File: src/rtl/act_pkg.sv
// act_pkg: shared mode encoding for the activation pipeline.
package act_pkg;
    typedef enum logic [1:0] {ACT_LINEAR, ACT_RELU, ACT_LEAKY, ACT_CLAMP} act_mode_e;
endpackage

File: src/rtl/activation_pipe_if.sv
// activation_pipe_if: in/out valid-ready streams plus per-beat config and status.
interface activation_pipe_if #(
    parameter int DATA_W  = 16,
    parameter int LANES   = 4,
    parameter int SHIFT_W = 4
);
    logic                    in_valid;
    logic                    in_ready;
    logic [LANES*DATA_W-1:0] in_data;
    logic [1:0]              in_mode;
    logic                    in_last;
    logic [DATA_W-1:0]       cfg_clip;
    logic [SHIFT_W-1:0]      cfg_leak_shift;
    logic                    out_valid;
    logic                    out_ready;
    logic [LANES*DATA_W-1:0] out_data;
    logic                    out_last;
    logic [LANES-1:0]        out_clipped;
    logic                    busy;
    modport master (
        output in_valid, in_data, in_mode, in_last, cfg_clip, cfg_leak_shift, out_ready,
        input  in_ready, out_valid, out_data, out_last, out_clipped, busy
    );
    modport slave (
        input  in_valid, in_data, in_mode, in_last, cfg_clip, cfg_leak_shift, out_ready,
        output in_ready, out_valid, out_data, out_last, out_clipped, busy
    );
endinterface

File: src/rtl/act_lane.sv
// act_lane: combinational single-lane activation (linear / ReLU / leaky / clamp).
module act_lane
    import act_pkg::*;
#(
    parameter int DATA_W  = 16,
    parameter int SHIFT_W = 4
) (
    input  logic signed [DATA_W-1:0]  x_i,
    input  act_mode_e                 mode_i,
    input  logic signed [DATA_W-1:0]  clip_i,
    input  logic        [SHIFT_W-1:0] shift_i,
    output logic signed [DATA_W-1:0]  y_o,
    output logic                      clipped_o
);
    logic signed [DATA_W-1:0] c;
    logic signed [DATA_W-1:0] leak;
    logic                     neg;
    logic                     over;
    int unsigned              s;
    always_comb begin
        s    = (32'(shift_i) > 32'(DATA_W - 1)) ? 32'(DATA_W - 1) : 32'(shift_i);
        neg  = x_i[DATA_W-1];
        c    = clip_i[DATA_W-1] ? '0 : clip_i;
        over = x_i > c;
        leak = x_i >>> s;
        y_o  = (mode_i == ACT_LINEAR) ? x_i :
               (mode_i == ACT_RELU)   ? (neg ? '0 : x_i) :
               (mode_i == ACT_LEAKY)  ? (neg ? leak : x_i) :
               (neg ? '0 : over ? c : x_i);
        clipped_o = (mode_i == ACT_CLAMP) && over;
    end
endmodule

File: src/rtl/activation_pipe.sv
// activation_pipe: two-stage elastic valid/ready pipeline applying a per-beat activation to LANES lanes.
module activation_pipe
    import act_pkg::*;
#(
    parameter int DATA_W  = 16,
    parameter int LANES   = 4,
    parameter int SHIFT_W = 4
) (
    input logic          clk,
    input logic          rst_n,
    activation_pipe_if.slave p
);
    typedef struct packed {
        logic [LANES*DATA_W-1:0] data;
        act_mode_e               mode;
        logic                    last;
        logic [DATA_W-1:0]       clip;
        logic [SHIFT_W-1:0]      shift;
    } s1_t;

    s1_t                     s1_q, s1_d;
    logic                    s1_v_q, s2_v_q, rdy_q;
    logic                    adv1, adv2, acc;
    logic [LANES*DATA_W-1:0] y_d, out_data_q;
    logic [LANES-1:0]        clp_d, out_clipped_q;
    logic                    out_last_q;

    // rdy_q holds in_ready low through reset and until the first clock after release
    assign adv2       = !s2_v_q || p.out_ready;
    assign adv1       = !s1_v_q || adv2;
    assign p.in_ready = rdy_q && adv1;
    assign acc        = p.in_valid && p.in_ready;
    assign s1_d       = '{data: p.in_data, mode: act_mode_e'(p.in_mode), last: p.in_last,
                          clip: p.cfg_clip, shift: p.cfg_leak_shift};

    for (genvar i = 0; i < LANES; i++) begin : g_lane
        act_lane #(.DATA_W(DATA_W), .SHIFT_W(SHIFT_W)) u_lane (
            .x_i      (s1_q.data[i*DATA_W +: DATA_W]),
            .mode_i   (s1_q.mode),
            .clip_i   (s1_q.clip),
            .shift_i  (s1_q.shift),
            .y_o      (y_d[i*DATA_W +: DATA_W]),
            .clipped_o(clp_d[i])
        );
    end

    always_ff @(posedge clk or negedge rst_n) begin
        if (!rst_n) begin
            rdy_q         <= 1'b0;
            s1_v_q        <= 1'b0;
            s2_v_q        <= 1'b0;
            s1_q          <= '0;
            out_data_q    <= '0;
            out_last_q    <= 1'b0;
            out_clipped_q <= '0;
        end else begin
            rdy_q <= 1'b1;
            if (adv1) s1_v_q <= acc;
            if (acc) s1_q <= s1_d;
            if (adv2) s2_v_q <= s1_v_q;
            if (adv2 && s1_v_q) begin
                out_data_q    <= y_d;
                out_last_q    <= s1_q.last;
                out_clipped_q <= clp_d;
            end
        end
    end

    assign p.out_valid   = s2_v_q;
    assign p.out_data    = out_data_q;
    assign p.out_last    = out_last_q;
    assign p.out_clipped = out_clipped_q;
    assign p.busy        = s1_v_q | s2_v_q;
endmodule

File: src/flat_wrapper.sv
// flat-port wrapper written by rule: the top's interface ports become plain ports
module activation_pipe_flat import act_pkg::*;
#(
    parameter int DATA_W  = 16,
    parameter int LANES   = 4,
    parameter int SHIFT_W = 4
)
  (clk, rst_n, p_in_valid, p_in_data, p_in_mode, p_in_last, p_cfg_clip, p_cfg_leak_shift, p_out_ready, p_in_ready, p_out_valid, p_out_data, p_out_last, p_out_clipped, p_busy);
  activation_pipe_if #(.DATA_W(DATA_W), .LANES(LANES), .SHIFT_W(SHIFT_W)) p_i ();
  input logic clk;
  input logic rst_n;
  input wire logic [$bits(p_i.in_valid)-1:0] p_in_valid;
  input wire logic [$bits(p_i.in_data)-1:0] p_in_data;
  input wire logic [$bits(p_i.in_mode)-1:0] p_in_mode;
  input wire logic [$bits(p_i.in_last)-1:0] p_in_last;
  input wire logic [$bits(p_i.cfg_clip)-1:0] p_cfg_clip;
  input wire logic [$bits(p_i.cfg_leak_shift)-1:0] p_cfg_leak_shift;
  input wire logic [$bits(p_i.out_ready)-1:0] p_out_ready;
  output wire logic [$bits(p_i.in_ready)-1:0] p_in_ready;
  output wire logic [$bits(p_i.out_valid)-1:0] p_out_valid;
  output wire logic [$bits(p_i.out_data)-1:0] p_out_data;
  output wire logic [$bits(p_i.out_last)-1:0] p_out_last;
  output wire logic [$bits(p_i.out_clipped)-1:0] p_out_clipped;
  output wire logic [$bits(p_i.busy)-1:0] p_busy;
  assign p_i.in_valid = p_in_valid;
  assign p_i.in_data = p_in_data;
  assign p_i.in_mode = p_in_mode;
  assign p_i.in_last = p_in_last;
  assign p_i.cfg_clip = p_cfg_clip;
  assign p_i.cfg_leak_shift = p_cfg_leak_shift;
  assign p_i.out_ready = p_out_ready;
  assign p_in_ready = p_i.in_ready;
  assign p_out_valid = p_i.out_valid;
  assign p_out_data = p_i.out_data;
  assign p_out_last = p_i.out_last;
  assign p_out_clipped = p_i.out_clipped;
  assign p_busy = p_i.busy;
  activation_pipe #(.DATA_W(DATA_W), .LANES(LANES), .SHIFT_W(SHIFT_W)) u_core (.clk(clk), .rst_n(rst_n), .p(p_i));
endmodule
File: config.mk
export PLATFORM = sky130hd
export DESIGN_NAME = activation_pipe_flat
export DESIGN_NICKNAME = d
export VERILOG_FILES = /design/src/rtl/act_pkg.sv /design/src/rtl/activation_pipe_if.sv /design/src/rtl/act_lane.sv /design/src/rtl/activation_pipe.sv /design/src/flat_wrapper.sv
export SDC_FILE = /design/constraint.sdc
export NUM_CORES = 1
export LEC_CHECK = 0
export ABC_AREA = 1
export BUFFER_PORTS_ARGS = -buffer_cell sky130_fd_sc_hd__buf_2
export CORE_ASPECT_RATIO = 0.6
export CORE_MARGIN = 5
export CORE_UTILIZATION = 40
export CTS_BUF_LIST = sky130_fd_sc_hd__clkbuf_4
export DETAILED_ROUTE_END_ITERATION = 16
export PLACE_DENSITY = 0.65
export RECOVER_POWER = 100
export SYNTH_ARGS = -nofsm -noshare
export SYNTH_HDL_FRONTEND = slang
export SYNTH_SLANG_ARGS = --single-unit
File: constraint.sdc
create_clock -name clk -period 2.74 [get_ports clk]
set_input_delay 0.137 -clock clk [delete_from_list [all_inputs] [get_ports clk]]
set_output_delay 0.137 -clock clk [all_outputs]
set_load 0.05 [all_outputs]
==> impl_metrics.toml, run 1 <==
[clock_network]
clkSinkCount = 159
root_buffer = "clkbuf_4"
cts.clk_slew.worst_paths_ns = 0.14
cts_tree = "built"
clockBufferDepth = 2
clock_latency_ns = 0.67
htree_levels = 4
cts_buffers = 17

[detailed_routing]
drc = 0
wl_mm = 51.2
via_per_inst = 5.67
drt_iter0_markers = 1824
drt_pass1_iterations = 6
wl_per_cell_um = 20.8
final_antenna_net_count = 0
vias = 14000

[setup_path]
critPathLaunchType = "flip-flop"
rrSetupSlack_ns = 0.09
required_ns = 3.31
crit_type = "reg -> reg"
worst-path-max-fanout = 7
worstSetupEndpointType = "flip-flop"
cp.arrival_ns = 3.22

[synthesis]
synth_area_leaders = "dfrtp_1 33%, nand2_1 17%, a21oi_1 7.8%, ha_1 6.2%, nand3_1 5.8%"
synth_top_area_cell = "dfrtp_1"
avgSynthCellArea_sq_um = 6.72
async_flop_share = 1.00
synth-seq-cells = 159
synth_cell_type_count = 44
ys_seq_area_frac = 0.328
synthesis.instances = 1808
synthFlopType = "dfrtp_1"
syn_area_sq_mm = 0.0121
yosys.area.top_type_share = 0.328
yosys_warnings = 0
syn_nets = 1959
synth_edf_count = 0

[sta]
finalSetupViolations = 0
slew_headroom = -0.380
skew_ns = 0.0428
period_share = 0.969
period_needed_ns = 2.65
slew_viol_final = 161
tightest_slew_ns = 2.07
finalHoldViolCount = 0
max_freq_mhz = 377

[die]
die_y_um = 145
core_sq_mm = 0.0299
fp.dieArea_sq_mm = 0.0341
io_pins = 163
num_rows = 49
die_w_um = 235
initial_core_util = 0.406

[placed_design]
hpwl_mm = 36.4
place.gp.congestion = 0.986
place_inst = 2333
place_area_sq_mm = 0.0136
portBuffers = 162

[power_and_ir_drop]
total_power_mw = 10.9
leakagePower_nw = 7.09
power_density_mw_per_mm2 = 734
vdd_ir_drop_max_uv = 538

[cells_and_area]
fin_cells = 2460
utilization = 0.495
area_growth_pct = 21.9
stdcell_area_sq_mm = 0.0148
final_nets = 2189
drive_gt1_frac = 0.127

[global_routing]
grt_use_total = 0.291
grt_pass1_vias = 13200
grt_max_degree = 98
grt_overflow = 0
grt_pass1_wl_mm = 78.7
antenna_found_initial = 1

[run_status]
status = "finished with violations"
violations = "max-capacitance violations, max-slew violations"

[min_path]
hold_class = "in -> reg"

[job]
drv_cap = 2
-- per-stage QoR --
step           worst slack (ns)  TNS, ns  hold WS [ns]
6_report                 0.0852        0        0.0928
5_1_grt                -0.00638  -0.0105        0.0631
4_1_cts                  0.0423        0        0.0105
3_5_place_dp             -0.213    -2.20         0.184
3_3_place_gp             -0.123    -1.75         0.180
2_1_floorplan             0.256        0        -0.159
-- worst paths after layout --
| kind | cells past startpoint | from | endpoint |
|---|---|---|---|
| worst max-delay path | 17 | u_core.s1_q[19] | u_core.p.out_data[23] |
| worst min-delay path | 4 | p_in_valid | u_core.s1_q[36] |
| worst max register to register | 17 | u_core.s1_q[19] | u_core.p.out_data[23] |
| worst min register to register | 2 | u_core.s1_q[20] | u_core.p.out_last |
| max in group asynchronous | 3 | rst_n | u_core.s1_q[0] |
| min in group asynchronous | 3 | rst_n | u_core.p.out_data[36] |
-- cells by family (layout without fill, tap and decap cells) --
logic type	count (synthesis)	after routing	share of synthesized area
compound gates	452	452	0.206
fa+ha+maj	60	60	0.0618
buf+inv	232	474	0.0830
flops	159	159	0.328
mux	31	31	0.0272
other cells	1	2	0.000309
simple gates	873	874	0.294
-- cell usage in the layout (no fill, tap or decap), drive strengths merged, types with 89 or more instances in the layout --
master / Yosys / routed
inv: 115 / 116
o21ai: 181 / 181
nand2: 574 / 575
dfrtp: 159 / 159
nor2: 132 / 132
nand3: 142 / 142
dlygate4sd3: 0 / 89
clkbuf: 58 / 95
a21oi: 190 / 190
buf: 55 / 156
-- synth_stat cells (2+ instances only) --
library cell  count
inv_2             9
nand2_4           2
o311ai_0          2
nor4_1           11
nand3_1         141
nand2_1         566
nand4_1           8
mux2i_1          15
buf_2            27
a21oi_1         190
o221ai_1         20
buf_4             5
ha_1             60
a21o_1            2
a21boi_0          2
o21a_1            3
dfrtp_1         159
o21ai_1          43
nor2_2            3
buf_1            12
nor2_1          128
buf_6            11
clkbuf_1         57
or2_1             2
o21ai_0         137
o211ai_1         36
or2_2             3
clkinv_1          4
nand2_2           6
o21bai_1          2
o31ai_1           6
a31oi_1           4
inv_1           106
mux2_2           16
-- layer usage --
layer	global-route usage	wire, um	up-vias
met3	0.0880	5350	79
li1	-	-	6558
met4	0.0686	930	0
met2	0.420	21200	700
met1	0.429	23700	6616
met5	0	0	-
-- critical path, stage by stage, from the launching register on --
cell,delay [ns]
dfrtp_1,0.41
inv_2,0.08
buf_6,0.16
nand2_2,0.18
ha_1,0.38
nand2_1,0.09
nor2_4,0.15
nand2_2,0.08
nor2_4,0.12
nand2_1,0.11
nand2_4,0.14
nand2_8,0.09
buf_4,0.19
nand2_1,0.06
nand3_1,0.06
nand2_1,0.11
nand2_1,0.05
a21oi_1,0.11
-- where the power goes --
group	switching (mW)	internal, mW	leakage (nW)
combinational	4.29	1.68	5.11
clock	0.980	0.440	0.124
sequential	0.598	2.88	1.85
total	5.87	5.00	7.09
-- area by class of cell --
class,count,area [sq um]
Inverter,119,462
Timing Repair Buffer,323,2260
Fill cell,3135,15100
Tap cell,408,510
Clock buffer,17,128
Antenna cell,1,2.50
Multi-Input combinational cell,1418,7340
Sequential cell,159,3980
Clock inverter,15,120
-- sequential cells by signal, summed over array words and instances, names as in the netlist --
signal                flops
u_core.p.out_last         1
u_core.p.out_valid        1
u_core.p.out_data        64
u_core.p.out_clipped      4
u_core.rdy_q              1
u_core.s1_v_q             1
u_core.s1_q              87
-- repair_timing --
item | CTS | global route
pin swaps | 0 | 4
setup buffers | 0 | 4
endpoints found under the hold margin | 248 | 0
hold buffers | 89 | 0
cloned | 0 | 1
resized for setup | 9 | 41
setup endpoints to repair | 48 | 59
Power figures use the tool's default switching activity.
==> inputs of run 2 (changes only) <==
==> constraint.sdc (replaced) <==
create_clock -name clk -period 2.65 [get_ports clk]
set_input_delay 0.1325 -clock clk [delete_from_list [all_inputs] [get_ports clk]]
set_output_delay 0.1325 -clock clk [all_outputs]
set_load 0.05 [all_outputs]
==> impl_metrics.toml, run 2 (same netlist as run 1, synthesis figures left out) <==
[die]
io_pins = 163
die_y_um = 145
fp.dieArea_sq_mm = 0.0341
num_rows = 49
die_w_um = 235
initial_core_util = 0.406
core_sq_mm = 0.0299

[setup_path]
crit_slowest_cell = "dfrtp_1"
worst-path-max-fanout = 8
required_ns = 3.24
rrSetupSlack_ns = 0.09
critPathLaunchType = "flip-flop"
cp_common_cell = "nand2_1"
worstPathCellList = "inv_2 -> buf_8 -> nand2_4 -> buf_12 -> buf_4 -> ha_4 -> a21oi_1 -> o21ai_0 -> a21oi_1 -> nand2_2 -> buf_4 -> nand3_1 -> nand3_1 -> nand2_1 -> nand2_1 -> nand2_1 -> nand2_1 -> nand2_1"
cp.buffers_inverters = 5
crit_family = "simple AND/OR/NAND/NOR gates"
crit_type = "reg -> reg"
cp.arrival_ns = 3.16
worstSetupEndpointType = "flip-flop"
critPathMaxStageDelay_ns = 0.40

[placed_design]
place_inst = 2341
portBuffers = 162
place_area_sq_mm = 0.0136
hpwl_mm = 36.4
place.gp.congestion = 0.997

[clock_network]
htree_levels = 4
root_buffer = "clkbuf_4"
cts_tree = "built"
clock_latency_ns = 0.67
clkSinkCount = 159
clockBufferDepth = 2
cts_buffers = 17
cts.clk_slew.worst_paths_ns = 0.17

[sta]
rsz0062_at_grt = "true"
tightest_slew_ns = 1.40
max_freq_mhz = 390
period_share = 0.967
setup_tns_ns = 0
slew_viol_final = 0
finalHoldViolCount = 0
slew_headroom = 0.0678
finalSetupViolations = 0
period_needed_ns = 2.56
skew_ns = 0.0341
whs_ns = 0.233

[power_and_ir_drop]
vdd_ir_drop_max_uv = 535
power_density_mw_per_mm2 = 756
leakagePower_nw = 7.28
total_power_mw = 11.5

[detailed_routing]
final_antenna_net_count = 0
wl_mm = 52.3
drt_iter0_markers = 1826
vias = 14200
via_per_inst = 5.74
drt_pass1_iterations = 8
wl_per_cell_um = 21.1
drc = 0

[run_status]
status = "finished clean"

[cells_and_area]
fin_cells = 2480
final_cell_mix = "545 x nand2_1, 186 x a21oi_1, 158 x dfrtp_1"
largest-register = "u_core.s1_q"
fillerInstances = 3116
final_nets = 2211
area_growth_pct = 25.8
stdcell_area_sq_mm = 0.0153
drive_gt1_frac = 0.148
final_common_cell = "nand2_1"
largest_register_ffs = 87

[global_routing]
grt_max_degree = 97
grt_use_total = 0.295
grt_overflow = 0
antenna_found_initial = 1
grt_pass1_vias = 13300
grt_pass1_wl_mm = 79.7

[job]
drv_cap = 0

[min_path]
hold_class = "in -> reg"
-- run 2: power breakdown --
part | total, mW | internal [mW] | switching (mW) | leakage (nW)
logic | 6.44 | 1.90 | 4.54 | 5.30
registers | 3.59 | 2.98 | 0.615 | 1.85
clock network | 1.52 | 0.549 | 0.971 | 0.135
-- run 2: per-stage QoR --
stage,setup slack [ns],utilization
final,0.0866,0.510
after global routing,-0.102,0.510
after CTS,0.00595,0.496
after detailed placement,-0.283,0.456
after global placement,-0.196,0.456
after floorplan,0.166,-
-- run 2: what timing repair did --
action,in CTS,in global routing
hold buffers,91,0
endpoints found under the hold margin,248,0
resized for setup,13,84
pin swaps,0,24
setup buffers,0,14
endpoints found under the setup margin,60,60
cloned,0,3
-- run 2: area by class of cell --
class	count	area, sq um	share of cell area
diodes	1	2.50	0.000164
clock buffers	18	135	0.00885
clock inverters	12	123	0.00803
inverters	119	467	0.0306
multi-input cells	1418	7530	0.493
flip-flops and latches	159	3980	0.261
well taps	408	510	0.0334
repair buffers	345	2530	0.165
-- run 2: final timing paths --
| check | from | depth (start not counted) | to |
|---|---|---|---|
| min in group asynchronous | rst_n | 3 | u_core.s1_q[60] |
| max reg2reg | u_core.s1_q[19] | 18 | u_core.p.out_data[24] |
| max in group asynchronous | rst_n | 4 | u_core.s1_q[31] |
| min reg2reg | u_core.p.out_data[61] | 2 | u_core.p.out_data[61] |
| max | u_core.s1_q[19] | 18 | u_core.p.out_data[24] |
| min | p_in_data[28] | 4 | u_core.s1_q[51] |
-- run 2: worst reg2reg max path, delay by kind of cell (launching register included) --
kind	cells	cell delay, ns
AOI/OAI and AO/OA	3	0.44
adders and majority gates	1	0.22
buffers and inverters	5	0.71
DFF	1	0.40
and+or+nand+nor	9	0.76
-- run 2: metal layers --
| metal | part of all wire | track usage | vias to the layer above |
|---|---|---|---|
| met2 | 0.41 | 0.418 | 774 |
| met5 | 0 | 0 | - |
| met4 | 0.018 | 0.0706 | 0 |
| met1 | 0.46 | 0.445 | 6794 |
| li1 | - | - | 6590 |
| met3 | 0.11 | 0.0802 | 86 |
